--- src/rtl/counter_load_ctrl_pkg.sv ---
// rtl/counter_load_ctrl_pkg.sv - shared FSM encodings and helpers for counter_load_ctrl
package counter_load_ctrl_pkg;

    typedef enum logic [2:0] {
        ST_IDLE       = 3'd0,
        ST_PRESS_WAIT = 3'd1,
        ST_LOAD       = 3'd2,
        ST_HELD       = 3'd3,
        ST_REL_WAIT   = 3'd4
    } state_e;

    // Width needed to hold 0..n, never narrower than one bit.
    function automatic int cnt_width(input int n);
        return (n < 1) ? 1 : $clog2(n + 1);
    endfunction

endpackage

--- src/rtl/sync_2ff.sv ---
// rtl/sync_2ff.sv - two-flop synchronizer with asynchronous active-low reset
module sync_2ff #(
    parameter int WIDTH = 1
) (
    input  logic             clk_i,
    input  logic             rst_n_i,
    input  logic [WIDTH-1:0] d_i,
    output logic [WIDTH-1:0] q_o
);

    logic [WIDTH-1:0] meta_q;
    logic [WIDTH-1:0] sync_q;

    always_ff @(posedge clk_i or negedge rst_n_i) begin
        if (!rst_n_i) begin
            meta_q <= '0;
            sync_q <= '0;
        end else begin
            meta_q <= d_i;
            sync_q <= meta_q;
        end
    end

    assign q_o = sync_q;

endmodule

--- src/rtl/counter_load_ctrl.sv ---
// rtl/counter_load_ctrl.sv - debounced pushbutton to one-cycle Load strobe plus latched switch Data
module counter_load_ctrl
    import counter_load_ctrl_pkg::*;
#(
    parameter int DEBOUNCE_CYCLES = 16,
    parameter int REPEAT_CYCLES   = 0
) (
    input  logic       CLK,
    input  logic       RST_n,
    input  logic       Btn_raw,
    input  logic [3:0] Sw_raw,
    output logic       Load,
    output logic [3:0] Data,
    output logic       Busy
);

    localparam int DB_W  = cnt_width(DEBOUNCE_CYCLES);
    localparam int RPT_W = cnt_width(REPEAT_CYCLES);
    localparam logic [DB_W-1:0]  DB_LAST  = DB_W'(DEBOUNCE_CYCLES - 1);
    localparam logic [RPT_W-1:0] RPT_LAST = (REPEAT_CYCLES == 0) ? '0 : RPT_W'(REPEAT_CYCLES - 1);

    logic       btn_s;
    logic [3:0] sw_s;

    state_e           state_q, state_d;
    logic [DB_W-1:0]  db_q, db_d;
    logic [RPT_W-1:0] rpt_q, rpt_d;
    logic             load_q;
    logic [3:0]       data_q;
    logic             busy_q;

    sync_2ff #(.WIDTH(1)) u_sync_btn (
        .clk_i   (CLK),
        .rst_n_i (RST_n),
        .d_i     (Btn_raw),
        .q_o     (btn_s)
    );

    sync_2ff #(.WIDTH(4)) u_sync_sw (
        .clk_i   (CLK),
        .rst_n_i (RST_n),
        .d_i     (Sw_raw),
        .q_o     (sw_s)
    );

    always_comb begin
        state_d = state_q;
        db_d    = db_q;
        rpt_d   = rpt_q;
        case (state_q)
            ST_IDLE: begin
                if (btn_s) begin
                    state_d = ST_PRESS_WAIT;
                    db_d    = '0;
                end
            end
            ST_PRESS_WAIT: begin
                if (!btn_s) begin
                    state_d = ST_IDLE;
                end else if (db_q == DB_LAST) begin
                    state_d = ST_LOAD;
                end else begin
                    db_d = db_q + DB_W'(1);
                end
            end
            ST_LOAD: begin
                state_d = ST_HELD;
                rpt_d   = '0;
            end
            ST_HELD: begin
                if (!btn_s) begin
                    state_d = ST_REL_WAIT;
                    db_d    = '0;
                end else if (REPEAT_CYCLES != 0 && rpt_q == RPT_LAST) begin
                    state_d = ST_LOAD;
                end else if (rpt_q != '1) begin
                    // Saturates so a long hold with repeat disabled never wraps.
                    rpt_d = rpt_q + RPT_W'(1);
                end
            end
            ST_REL_WAIT: begin
                if (btn_s) begin
                    state_d = ST_HELD;
                    rpt_d   = '0;
                end else if (db_q == DB_LAST) begin
                    state_d = ST_IDLE;
                end else begin
                    db_d = db_q + DB_W'(1);
                end
            end
            default: state_d = ST_IDLE;
        endcase
    end

    // Outputs decode the next state so they stay aligned with state_q.
    always_ff @(posedge CLK or negedge RST_n) begin
        if (!RST_n) begin
            state_q <= ST_IDLE;
            db_q    <= '0;
            rpt_q   <= '0;
            load_q  <= 1'b0;
            data_q  <= 4'h0;
            busy_q  <= 1'b0;
        end else begin
            state_q <= state_d;
            db_q    <= db_d;
            rpt_q   <= rpt_d;
            load_q  <= (state_d == ST_LOAD);
            busy_q  <= (state_d != ST_IDLE);
            if (state_d == ST_LOAD) begin
                data_q <= sw_s;
            end
        end
    end

    assign Load = load_q;
    assign Data = data_q;
    assign Busy = busy_q;

endmodule
--- config.mk ---
export PLATFORM = sky130hd
export DESIGN_NAME = counter_load_ctrl
export DESIGN_NICKNAME = d
export VERILOG_FILES = /design/src/rtl/counter_load_ctrl_pkg.sv /design/src/rtl/sync_2ff.sv /design/src/rtl/counter_load_ctrl.sv
export SDC_FILE = /design/constraint.sdc
export NUM_CORES = 1
export LEC_CHECK = 0
export CAP_MARGIN = 15
export CORE_MARGIN = 2
export CORE_UTILIZATION = 30
export DETAILED_ROUTE_END_ITERATION = 8
export GPL_ROUTABILITY_DRIVEN = 1
export MAX_ROUTING_LAYER = met4
export PLACE_DENSITY = 0.47
export SLEW_MARGIN = 40
export SYNTH_ARGS = -nofsm -noshare
export SYNTH_HDL_FRONTEND = slang
export SYNTH_SLANG_ARGS = --single-unit
--- constraint.sdc ---
create_clock -name CLK -period 2.8 [get_ports CLK]
set_clock_uncertainty 0.1 [all_clocks]
set_input_delay 0.56 -clock CLK [delete_from_list [all_inputs] [get_ports CLK]]
set_output_delay 0.56 -clock CLK [all_outputs]
set_load 0.05 [all_outputs]
Word-level counts from Yosys, hierarchy flattened:

Cells that the tools add are included.

* register bits after elaboration: 24
* latch bits: 0
* memory bits (writable): 0
* ROM bits: 0
* input port bits: 7
* output and inout port bits: 6
* logic and storage cells: 37
* memories: 0

* $add $sub $neg: 1
* multipliers: 0
* divide/modulo/power cells: 0
* magnitude comparators: 0
* equal/unequal tests: 10
* shift operators: 0
* multiplexer cells: 13
* bitwise gates (word level): 0
* reductions and logical operators: 4

Operator list (number)
* $mux 5: 5
* $pmux 5 s4: 1
* $mux 3: 6
* $pmux 3 s5: 1
* $eq 3x2->1 const B: 3
* $add 5x1->5 const B: 1
* $eq 5x4->1 const B: 1
* $reduce_and 5->1: 1
* $ne 2x1->1 const B: 2
* $ne 2x2->1 const B: 2
* $reduce_bool 4->1: 1
* $eq 3x1->1 const B: 1
* $eq 3x3->1 const B: 1
* $logic_not 3->1: 1
* $reduce_bool 3->1: 1

Logic depth before layout (Yosys ltp):

Gate-level depths: netlist (run 1).

* depth after elaboration: 5
* gate-level depth with buffers: 7
* mapped depth without buffers: 7

Modules after synthesis:

A second synthesis (run 1) with hierarchy kept.

* cells, all modules: 88
* area total of the unflattened synthesis: 1093.5 sq um

Modules (own cells, without submodules)
* counter_load_ctrl: times used 1, cells an instance 78, area each 843.3 sq um, sequential area each 350.3 sq um
* sync_2ff at u_sync_sw: times used 1, cells an instance 8, area each 200.2 sq um, sequential area each 200.2 sq um
* sync_2ff at u_sync_btn: times used 1, cells an instance 2, area each 50.0 sq um, sequential area each 50.0 sq um

Worst setup path before layout (run 1):

Ideal clock, no wire load.

* path type: register to register
* from: register db_q[0]
* to: register db_q[0]
* library setup time: 0.110 ns
* data arrival time: 1.767 ns
* data required time: 2.590 ns
* path slack: 0.823 ns
* stages on the path, launching flop included: 7
* buffers on the path: 0
* clock period less this slack: 1.977 ns
* cells stage by stage: dfrtp_1 ha_1 and3_1 ha_1 nor4_2 a211oi_4 o41ai_1

* word-level cells in the longest chain between the ends: 4
* elaborated cells on any way between the ends: 6
* classes of those cells: 1 x add/sub; 1 x eq/ne; 4 x mux

RTL lines
* start, declared: RTL line counter_load_ctrl.sv:26 `logic [DB_W-1:0] db_q, db_d;`
* start signal, assigned: RTL line counter_load_ctrl.sv:99 `db_q <= '0;`
* start signal, assigned: RTL line counter_load_ctrl.sv:106 `db_q <= db_d;`
* $add 5x1->5 or $eq 5x4->1 (tied branches)
* $mux 5 *: RTL line counter_load_ctrl.sv:60, counter_load_ctrl.sv:85
* $mux 5 (on tied branches): RTL line counter_load_ctrl.sv:82, counter_load_ctrl.sv:58
* $pmux 5 s4 *: RTL line counter_load_ctrl.sv:50 `case (state_q)`

Mark *: on every way between the ends. The rest lies on a longest branch, timed or not. The select of a mux whose other input is x is not followed.
A chain may end at the register's enable or synchronous reset.

Worst setup path in the final report (run 1):

* from: register data_q[0], in the netlist Data[0]
* to: output Data[0]

RTL lines
* start, declared: RTL line counter_load_ctrl.sv:29 `logic [3:0] data_q;`
* start signal, assigned: RTL line counter_load_ctrl.sv:111 `data_q <= sw_s;`
* end, declared: RTL line counter_load_ctrl.sv:13 `output logic [3:0] Data,`

No word-level cell between the ends.

==> results.md, run 1 <==
- Crit path time final: 2.14 ns
- Final WL: 1.49 mm
- Num CTS Buffers: 3
- CP startpoint kind: register
- Slowest library cell on the worst path: clkdlybuf4s50_1
- Post-synthesis sequential area ratio: 57.6%
- Leak pwr: 0.532 nW
- Clock Latency Late Sink: 0.30 ns
- Final Cycle Share: 76.6%
- Die Y: 63.0 µm
- CP peak stage delay: 0.81 ns
- Initial antenna violation count: 0
- Hold slack final: 0.261 ns
- Clock Power Share: 27.5%
- Die Area: 3970 µm²
- Total GRT Usage: 8.86%
- R2R Setup Slk: 0.66 ns
- Critical Path AT: 1.48 ns
- Final net count: 102
- Setup ws final: 0.656 ns
- Unrepaired setup endpoints after global routing: false
- Synth area leader: dfrtp_1
- Pre-CTS setup slack: 0.654 ns
- Top-count cell post-synth: dfrtp_1
- Status: finished clean
- Initial core utilization: 31.3%
- CTS H-tree lvls: 1
- CP cell instances: clkdlybuf4s50_1
- Main synth FF type: dfrtp_1
- Gpl congestion: 0.707
- Min-delay src: u_sync_btn.meta_q$_DFF_PN0_
- Initial DRC Count: 10
- Detail Placement HPWL: 1.03 mm
- DR WL/cell: 10.8 µm
- Setup repair bufs after CTS: 0
- Critical path endpoint category: primary output
- Die Wd: 63.0 µm
- Site Rows: 21
- Flop pwr share: 61.6%
- ANT cells: 0
- # Max-Cap Violations: 0
- Clock transition at the registers of the reported paths: 0.12 ns
- Post-Layout Cell Count: 138
- Synth Register Bits: 24
- Grt total ovfl: 0
- Delay-heaviest family, CP: buffers and inverters
- CTS resizes: 0
- Yosys warns: 0
- Yosys cell types: 32
- Top cells by area, synth: dfrtp_1 58%, mux2_1 4.3%, ha_1 2.4%
- Syn nets: 87
- Final setup viols: 0
- DP Area: 1200 µm²
- CTS tree: yes
- Worst VDD drop: 0.275 mV
- Max-slew violation count: 0
- # fillers: 348
- RR Startpoint: db_q[0]$_DFFE_PN0P_
- Critical path data required time: 2.14 ns
- Hold Path Sink: u_sync_btn.q_o$_DFF_PN0_
- Setup TNS: 0 ns
- Core Util, Final: 36.9%
- Mean Syn Cell Area: 13.4 µm²
- Top-Level Pins: 13
- First-pass GRT wire length: 2.62 mm
- CTS root buf: clkbuf_4
- Number of cells on the worst reg-to-reg path: 6
- Clock Sinks: 24
- WS Path Type: register to primary output
- Psw: 0.148 mW
- DRC: 0
- Via count: 617
- EDFF count, synth: 0
- Buf/Inv on CP: 1
- Hold WC Path Type: register to register
- Vias in the first global route: 598
- Async set-reset flop share out of synthesis: 100%
- Power Total: 0.631 mW
- Yosys top cell area share: 57.6%
- Antenna Nets Post-Route: 0
- Average vias per placed instance: 4.47
- Fin area: 1230 µm²
- Max Clock Freq: 466 MHz
- Clock Path Buffers: 2
- Hold Fails Final Rpt: 0
- DR pass1 iterations: 4
- Largest net degree at the start of global routing: 25
- Worst-path fanout max: 2
- Comb power frac: 10.9%
- Core region area: 3340 µm²
- Area growth from synthesis to layout: 18.1%
- Synthesized area: 1040 µm²
- Worst-Margin Slew: 0.526 ns
- Layout cells sized above 1: 15.2%
- Pwr Density: 512 nW/µm²
- Pint: 0.483 mW
- Worst flop-to-flop path endpoint: db_q[0]$_DFFE_PN0P_
- Worst relative slew slack: 64.9%
- IO buf count: 12
- Hold buffer count at cts: 0
- Post-synth top cells: 24 x dfrtp_1, 5 x nand3_1, 4 x mux2_1, 4 x nor2_1
- Worst hold path stage count: 0
- Post-Place Cells: 134
- Switching Share: 23.5%
- Synthesized instance count: 78
per-layer routing:
layer	global-route usage (%)	part of all wire (%)
met2	12.4	41
met3	2.52	4.5
met5	-	0
met4	5.83	1.2
met1	11.1	53
logic make-up after synthesis:
family          Yosys count  share of synthesized area, %
buf+inv                   5                          3.84
flops                    24                          57.6
mux                       6                          6.23
fa+ha+maj                 2                          2.40
simple gates             28                          19.1
compound gates           12                          10.1
xor+xnor                  1                         0.839
cell usage in the layout (no fill, tap or decap), types with 2 or more instances in the layout:
cell,instances
dfrtp_1,24
clkdlybuf4s50_1,12
nand3_1,5
nor2_1,4
mux2_1,4
nor2b_1,3
nand2b_1,3
nand2_1,3
clkbuf_4,3
inv_1,2
o22ai_1,2
a21oi_1,2
nand3b_1,2
o41ai_1,2
mux2i_1,2
ha_1,2
sequential cells by signal, indices dropped and copies added (netlist names):
| register | cells |
|---|---|
| db_q | 5 |
| Data | 4 |
| u_sync_sw.meta_q | 4 |
| u_sync_sw.q_o | 4 |
| state_q | 3 |
| Busy | 1 |
| Load | 1 |
| u_sync_btn.meta_q | 1 |
| u_sync_btn.q_o | 1 |
how the worst max path moves through the flow:
stage                                   start                   to  slack, ns  cells past startpoint
after floorplan           db_q[0]$_DFFE_PN0P_  db_q[0]$_DFFE_PN0P_       0.82                      6
after global placement    db_q[0]$_DFFE_PN0P_  db_q[4]$_DFFE_PN0P_       0.69                      6
after detailed placement  db_q[0]$_DFFE_PN0P_  db_q[0]$_DFFE_PN0P_       0.65                      6
after CTS                 db_q[0]$_DFFE_PN0P_  db_q[0]$_DFFE_PN0P_       0.63                      6
after global routing      db_q[0]$_DFFE_PN0P_  db_q[0]$_DFFE_PN0P_       0.51                      6
final                     Data[0]$_DFFE_PN0N_              Data[0]       0.66                      1
cell type report:
class | count | area [µm²] | area share, %
Sequential cell | 24 | 601 | 48.7
Tap cell | 46 | 57.6 | 4.67
Multi-Input combinational cell | 49 | 403 | 32.7
Inverter | 2 | 7.51 | 0.609
Timing Repair Buffer | 13 | 128 | 10.4
Clock buffer | 4 | 36.3 | 2.94
power by group through the flow:
stage	Combinational (mW)	Sequential, mW	Clock (mW)
finish	0.0690	0.389	0.173
global route	0.0797	0.391	0.201
CTS	0.0703	0.388	0.183
detailed placement	0.0703	0.395	0
global placement	0.0700	0.394	0
floorplan	0.0456	0.393	0
(Power assumes the default switching activity.)
==> inputs of run 2 (changes only) <==
==> constraint.sdc (replaced) <==
create_clock -name CLK -period 2.1 [get_ports CLK]
set_clock_uncertainty 0.1 [all_clocks]
set_input_delay 0.42 -clock CLK [delete_from_list [all_inputs] [get_ports CLK]]
set_output_delay 0.42 -clock CLK [all_outputs]
set_load 0.05 [all_outputs]
==> results.md, run 2 (synthesized netlist as in run 1, its figures left out) <==
- IO buf count: 12
- Buf/Inv on CP: 1
- Pwr Density: 737 nW/µm²
- Core Util, Final: 39.0%
- CTS root buf: clkbuf_4
- Initial core utilization: 31.3%
- Setup TNS: 0 ns
- Unrepaired setup endpoints after global routing: false
- Most frequent cells in the layout: 24 x dfrtp_1, 11 x clkdlybuf4s50_1, 5 x nand3_1
- Delay-heaviest family, CP: buffers and inverters
- Top-Level Pins: 13
- Clock Sinks: 24
- RR Startpoint: db_q[1]$_DFFE_PN0P_
- Average vias per placed instance: 4.59
- # Max-Cap Violations: 0
- Site Rows: 21
- Hold WC Path Type: register to register
- Area growth from synthesis to layout: 24.7%
- Uppermost layer routed: met4
- Total GRT Usage: 10.0%
- CTS tree: yes
- Vias in the first global route: 630
- DRC: 0
- Worst-Margin Slew: 0.634 ns
- Detail Placement HPWL: 1.14 mm
- WS Path Type: register to primary output
- Final setup viols: 0
- Commonest non-fill, non-tap cell in the layout: dfrtp_1
- Largest net degree at the start of global routing: 25
- CP cell instances: clkdlybuf4s50_1
- Max reg flops: 5
- Clock transition at the registers of the reported paths: 0.14 ns
- Die Wd: 63.0 µm
- Top reg by flops: db_q
- Clock Path Buffers: 2
- Initial DRC Count: 19
- CP startpoint kind: register
- Num CTS Buffers: 3
- Gpl congestion: 0.761
- Critical path endpoint category: primary output
- Max Clock Freq: 499 MHz
- Worst VDD drop: 0.378 mV
- First-pass GRT wire length: 2.97 mm
- Die Area: 3970 µm²
- Crit path time final: 2.00 ns
- # fillers: 340
- Worst-path fanout max: 2
- Leak pwr: 0.586 nW
- M1 WL: 800 µm
- Critical path data required time: 1.58 ns
- Hold Fails Final Rpt: 0
- Initial antenna violation count: 0
- Clock Latency Late Sink: 0.32 ns
- Grt total ovfl: 0
- CTS H-tree lvls: 1
- Min-delay src: u_sync_sw.meta_q[3]$_DFF_PN0_
- Via count: 643
- Antenna Nets Post-Route: 0
- Core region area: 3340 µm²
- Max-slew violation count: 0
- Layout cells sized above 1: 20.2%
- Critical Path AT: 1.48 ns
- Setup crit start: Data[0]$_DFFE_PN0N_
- DR pass1 iterations: 4
- DR WL/cell: 12.5 µm
- Final Cycle Share: 95.4%
- Status: finished clean
- Worst relative slew slack: 57.7%
- Met2 Routed Length: 846 µm
- Slowest library cell on the worst path: clkdlybuf4s50_1
- Final net count: 104
- Final WL: 1.75 mm
- CP peak stage delay: 0.81 ns
- Die Y: 63.0 µm
- DR WL met3: 80 µm
- ANT cells: 0
==> run 2: area by class of cell <==
cell class | count | area [µm²] | area share [%]
clock inverter | 1 | 30.0 | 2.31
clock buffer | 3 | 22.5 | 1.73
tap | 46 | 57.6 | 4.42
multi-input combinational | 49 | 438 | 33.7
inverter | 2 | 7.51 | 0.577
sequential | 24 | 601 | 46.2
timing repair buffer | 15 | 145 | 11.2
==> run 2: worst paths after layout <==
check | cells after the start | slack [ns] | end
max in group asynchronous | 2 | 1.31 | Load$_DFF_PN0_
min in group asynchronous | 2 | 0.33 | Busy$_DFF_PN0_
worst max register to register | 8 | 0.12 | Busy$_DFF_PN0_
worst min-delay path | 0 | 0.25 | u_sync_sw.q_o[3]$_DFF_PN0_
worst max-delay path | 1 | 0.1 | Data[0]
worst min register to register | 0 | 0.25 | u_sync_sw.q_o[3]$_DFF_PN0_
==> run 2: per-layer routing <==
layer / vias up / GRT usage (%)
met5: - / -
met4: 0 / 4.17
met3: 2 / 3.78
met2: 14 / 15.4
met1: 321 / 11.8
li1: 306 / -
==> run 2: timing repair <==
action	in CTS	in global routing
setup endpoints to repair	2	6
setup buffers	0	0
pin swaps	0	3
gates resized for setup	3	3
cloned	0	0
hold buffers	0	0
==> run 2: metrics by stage <==
stage | std cells | cell area (µm²) | hold slack, ns | power, mW | setup slack [ns]
after floorplan | 78 | 1040 | 0.0244 | 0.585 | 0.123
after global placement | 136 | 1210 | 0.232 | 0.624 | 0.0234
after detailed placement | 136 | 1210 | 0.237 | 0.627 | 0.0102
after CTS | 140 | 1290 | 0.260 | 0.970 | 0.00137
after global routing | 140 | 1300 | 0.273 | 1.02 | 0.0104
final | 140 | 1300 | 0.249 | 0.958 | 0.0970
==> run 2: power breakdown <==
part	total [mW]	internal, mW	switching [mW]
clock	0.334	0.193	0.141
sequential	0.517	0.491	0.0260
combinational	0.107	0.0552	0.0519
total	0.958	0.739	0.219
==> inputs of run 3 (changes only) <==
--- a/config.mk
+++ b/config.mk
@@ -12,6 +12,7 @@
 export GPL_ROUTABILITY_DRIVEN = 1
 export MAX_ROUTING_LAYER = met4
 export PLACE_DENSITY = 0.47
+export SKIP_LAST_GASP = 1
 export SLEW_MARGIN = 40
 export SYNTH_ARGS = -nofsm -noshare
 export SYNTH_HDL_FRONTEND = slang
==> results of run 3 <==
Final layout, timing and power as in run 2 (identical DEF).
==> RTL change 1 (config.mk and constraints of run 2) <==
The 5 states of `state_e` get a Gray code encoding in 3 bits.
--- a/src/rtl/counter_load_ctrl_pkg.sv
+++ b/src/rtl/counter_load_ctrl_pkg.sv
@@ -2,11 +2,11 @@
 package counter_load_ctrl_pkg;
 
     typedef enum logic [2:0] {
-        ST_IDLE       = 3'd0,
-        ST_PRESS_WAIT = 3'd1,
-        ST_LOAD       = 3'd2,
-        ST_HELD       = 3'd3,
-        ST_REL_WAIT   = 3'd4
+        ST_IDLE       = 3'b000,
+        ST_PRESS_WAIT = 3'b001,
+        ST_LOAD       = 3'b011,
+        ST_HELD       = 3'b010,
+        ST_REL_WAIT   = 3'b110
     } state_e;
 
     // Width needed to hold 0..n, never narrower than one bit.
Behaviour: same outputs for any inputs over 10 cycles, from zero or initial values and one cycle with RST_n low; not proved beyond that.
==> RTL change 1 against run 2 <==
Worst setup slack worse by 7.3 ps. Area after synthesis is 10% lower. Final cell count shrank 17%. Maximum frequency fell by 0.36%. Routed wire length down 17%. Sequential share of layout area grew 6.4 points. Critical path depth stayed put. Sequential cell count did not move. Final area shrank 12%. Synthesized cell count decreased by 13%. Core utilization decreased by 0.91 points.
Power is not compared: it rests on default switching activity, and its combinational part moved more than twofold at a synthesized area within 25%.
==> RTL change 1: results <==
run_status:
  status: "complete, no violations"
global_route:
  grtUsageMet3: 0.02597
  use_met1: 0.1221
  grt_pass1_wl_um: 2504
  grt_pass1_vias: 585
  grt_use_total: 0.09907
  gr-usage-met2: 0.1444
logic_synthesis:
  synth_fp_nets: 77
  synth_cell_type_count: 26
  syn_inst: 68
  synth_top_area_frac: 0.6409
  synth_area_leaders: "dfrtp_1 64%, mux2_1 4.8%, o21ai_0 3.2%"
  ys_seq_area_frac: 0.6409
final_layout:
  finalNonFillerCells: 116
  drive_gt1_frac: 0.1325
place:
  placed_area_sq_mm: 0.001091
  dp_slack_ps: 212.3
  gp_congestion: 0.8236
  dp_cells: 112
  dp_hpwl_um: 1023
sta:
  slew_headroom: 0.6332
min_path:
  hold_path_depth: 0
route:
  finalWirelength_um: 1443
  dr.pass1.iters: 2
  via_per_inst: 4.690
  drtIter0Drc: 23
critical_path:
  crit_slowest_cell: "clkdlybuf4s50_1"
==> RTL change 1: per-layer routing <==
metal / vias to the layer above / wire (um) / part of all wire
met5: - / 0 / 0
met4: 0 / 15 / 0.010
met3: 2 / 50 / 0.035
met2: 7 / 648 / 0.45
met1: 268 / 728 / 0.50
li1: 267 / - / -
==> RTL change 1: cell type report <==
class | instances | area (sq um)
Timing Repair Buffer | 13 | 127.6
Tap cell | 33 | 41.29
Clock inverter | 1 | 30.03
Fill cell | 296 | 1859
Inverter | 4 | 15.01
Sequential cell | 24 | 600.6
Clock buffer | 3 | 22.52
Multi-Input combinational cell | 38 | 306.5
==> RTL change 1: final timing paths <==
kind | start | to | slack (ps)
setup / recovery | Data[0] | Data[0] | 90
hold / removal | u_sync_btn.meta_q | u_sync_btn.q_o | 260
setup reg to reg | db_q[0] | Data[0] | 200
hold reg to reg | u_sync_btn.meta_q | u_sync_btn.q_o | 260
max in group asynchronous | RST_n | db_q[0] | 1330
min in group asynchronous | RST_n | u_sync_btn.q_o | 340
==> RTL change 1: power groups by stage <==
stage          clock network (mW)  registers, mW  logic, mW
4_1_cts                     0.344          0.489     0.0543
5_1_grt                     0.358          0.491     0.0619
3_5_place_dp                    0          0.498     0.0541
6_report                    0.331          0.489     0.0526
2_1_floorplan                   0          0.499     0.0252
3_3_place_gp                    0          0.498     0.0535
==> RTL change 1: cell families after synthesis <==
family / after synthesis / synth area share
AO/OA/AOI/OAI: 18 / 0.1282
AND/OR/NAND/NOR: 11 / 0.09346
buffers and inverters: 6 / 0.03203
XOR/XNOR: 1 / 0.009348
adder cells (fa/ha/maj): 2 / 0.02670
multiplexers: 6 / 0.06942
flip-flops: 24 / 0.6409
==> RTL change 2 (flow settings as in run 2) <==
Without the edit above. `DEBOUNCE_CYCLES`: 16 -> 24.
--- a/src/rtl/counter_load_ctrl.sv
+++ b/src/rtl/counter_load_ctrl.sv
@@ -2,7 +2,7 @@
 module counter_load_ctrl
     import counter_load_ctrl_pkg::*;
 #(
-    parameter int DEBOUNCE_CYCLES = 16,
+    parameter int DEBOUNCE_CYCLES = 24,
     parameter int REPEAT_CYCLES   = 0
 ) (
     input  logic       CLK,
Behaviour: same outputs for any inputs over 10 cycles, from zero or initial values and one cycle with RST_n low; that may be too few to reach the edited logic, so the function may still have changed.
==> RTL change 2 against run 2 <==
Register-to-register slack improved by 190 ps. Hold slack improved by 15 ps. Area after synthesis fell by 7.6%. Sequential share of layout area rose by 4.2 points. Die area fell by 7.1%. Worst setup slack improved by 4.4 ps. Largest power group unchanged. Routed wire length fell by 15%. Maximum frequency rose by 0.22%. Sequential cell count did not move. Final area fell by 8.4%. Power rose by 0.17%. First-iteration DRC count rose by 21%.
==> RTL change 2: results <==
logic_synthesis:
  synth_cell_type_count: 28
  yosys-top-cells-count: "24 x dfrtp_1, 5 x mux2_2, 5 x nand2_1, 4 x a21oi_1, 4 x inv_1"
  ys_seq_area_frac: 0.6226
  synth_area_leaders: "dfrtp_1 62%, mux2_2 5.8%, or4b_1 3.1%"
  syn_area_per_cell_sq_um: 13.21
global_route:
  grt_pass1_vias: 591
  grt_max_degree: 25
  grt_use_total: 0.1031
  grt_pass1_wl_um: 2622
final_layout:
  finalNonFillerCells: 133
  fin_nets: 98
  largest_register_ffs: 5
route:
  via_per_inst: 4.474
  drtIter0Drc: 23
  routedWlPerCell_um: 11.09
sta:
  holdWs_ps: 263.1
  worst_pin_slew_ps: 495.2
place:
  placed_area_sq_mm: 0.001140
  dp_slack_ps: 359.9
  gp_congestion: 0.8665
run_status:
  status: "complete, no violations"
cts:
  clk_pin_slew_ps: 120
  post_cts_resized: 0
critical_path:
  rr_startpoint: "state_q[1]"
  setup.worst_path.start: "Data[2]"
  crit-reg2reg-capture: "db_q[2]"
  r2r_setup_slack_ps: 310
  reg2reg_depth: 4
pwr:
  p_int_mw: 0.7462
  finalPower_mw: 0.9600
  ir_drop_mv: 0.3914
  p_leak_nw: 0.5327
[RTL change 2: cell types whose count changed after synthesis, moves of 3 or more]
cell      delta
mux2_1       -3
mux2_2       +5
or4b_1       +3
o211ai_1     +3
nor2_1       -3
[RTL change 2: power by group through the flow]
| stage | Sequential (mW) | Combinational, mW | Clock, mW |
|---|---|---|---|
| detailed placement | 0.541 | 0.104 | 0 |
| global route | 0.539 | 0.117 | 0.373 |
| CTS | 0.532 | 0.105 | 0.346 |
| floorplan | 0.536 | 0.0639 | 0 |
| finish | 0.532 | 0.101 | 0.327 |
| global placement | 0.541 | 0.104 | 0 |
[RTL change 2: layout make-up]
type,instances,area (sq um)
Multi-Input combinational cell,43,334.1
Tap cell,44,55.05
Sequential cell,24,600.6
Fill cell,301,1861
Clock inverter,1,30.03
Clock buffer,3,22.52
Timing Repair Buffer,14,135.1
Inverter,4,15.01
[RTL change 2: worst max-delay path by stage]
stage	to	slack (ps)	depth (start not counted)
6_report	Data[2]	100	1
5_1_grt	Data[3]	10	1
4_1_cts	Data[0]	80	1
3_5_place_dp	db_q[2]	360	4
3_3_place_gp	db_q[0]	400	4
2_1_floorplan	db_q[3]	480	5
[RTL change 2: logic make-up after synthesis]
group                      after synthesis  share of synthesized area
and+or+nand+nor                         24                     0.1751
DFF                                     24                     0.6226
AOI/OAI and AO/OA                       11                    0.07911
buffers and inverters                    6                    0.03112
muxes                                    6                    0.07003
xor gates and xnor gates                 1                   0.009081
adders and majority gates                1                    0.01297
[RTL change 2: routing by layer]
metal  up-vias  wire (um)  GRT usage
met5         -          0          -
met4         0         15    0.04658
met3         2         63    0.03838
met2        13        679     0.1521
met1       289        717     0.1257
li1        291          -          -
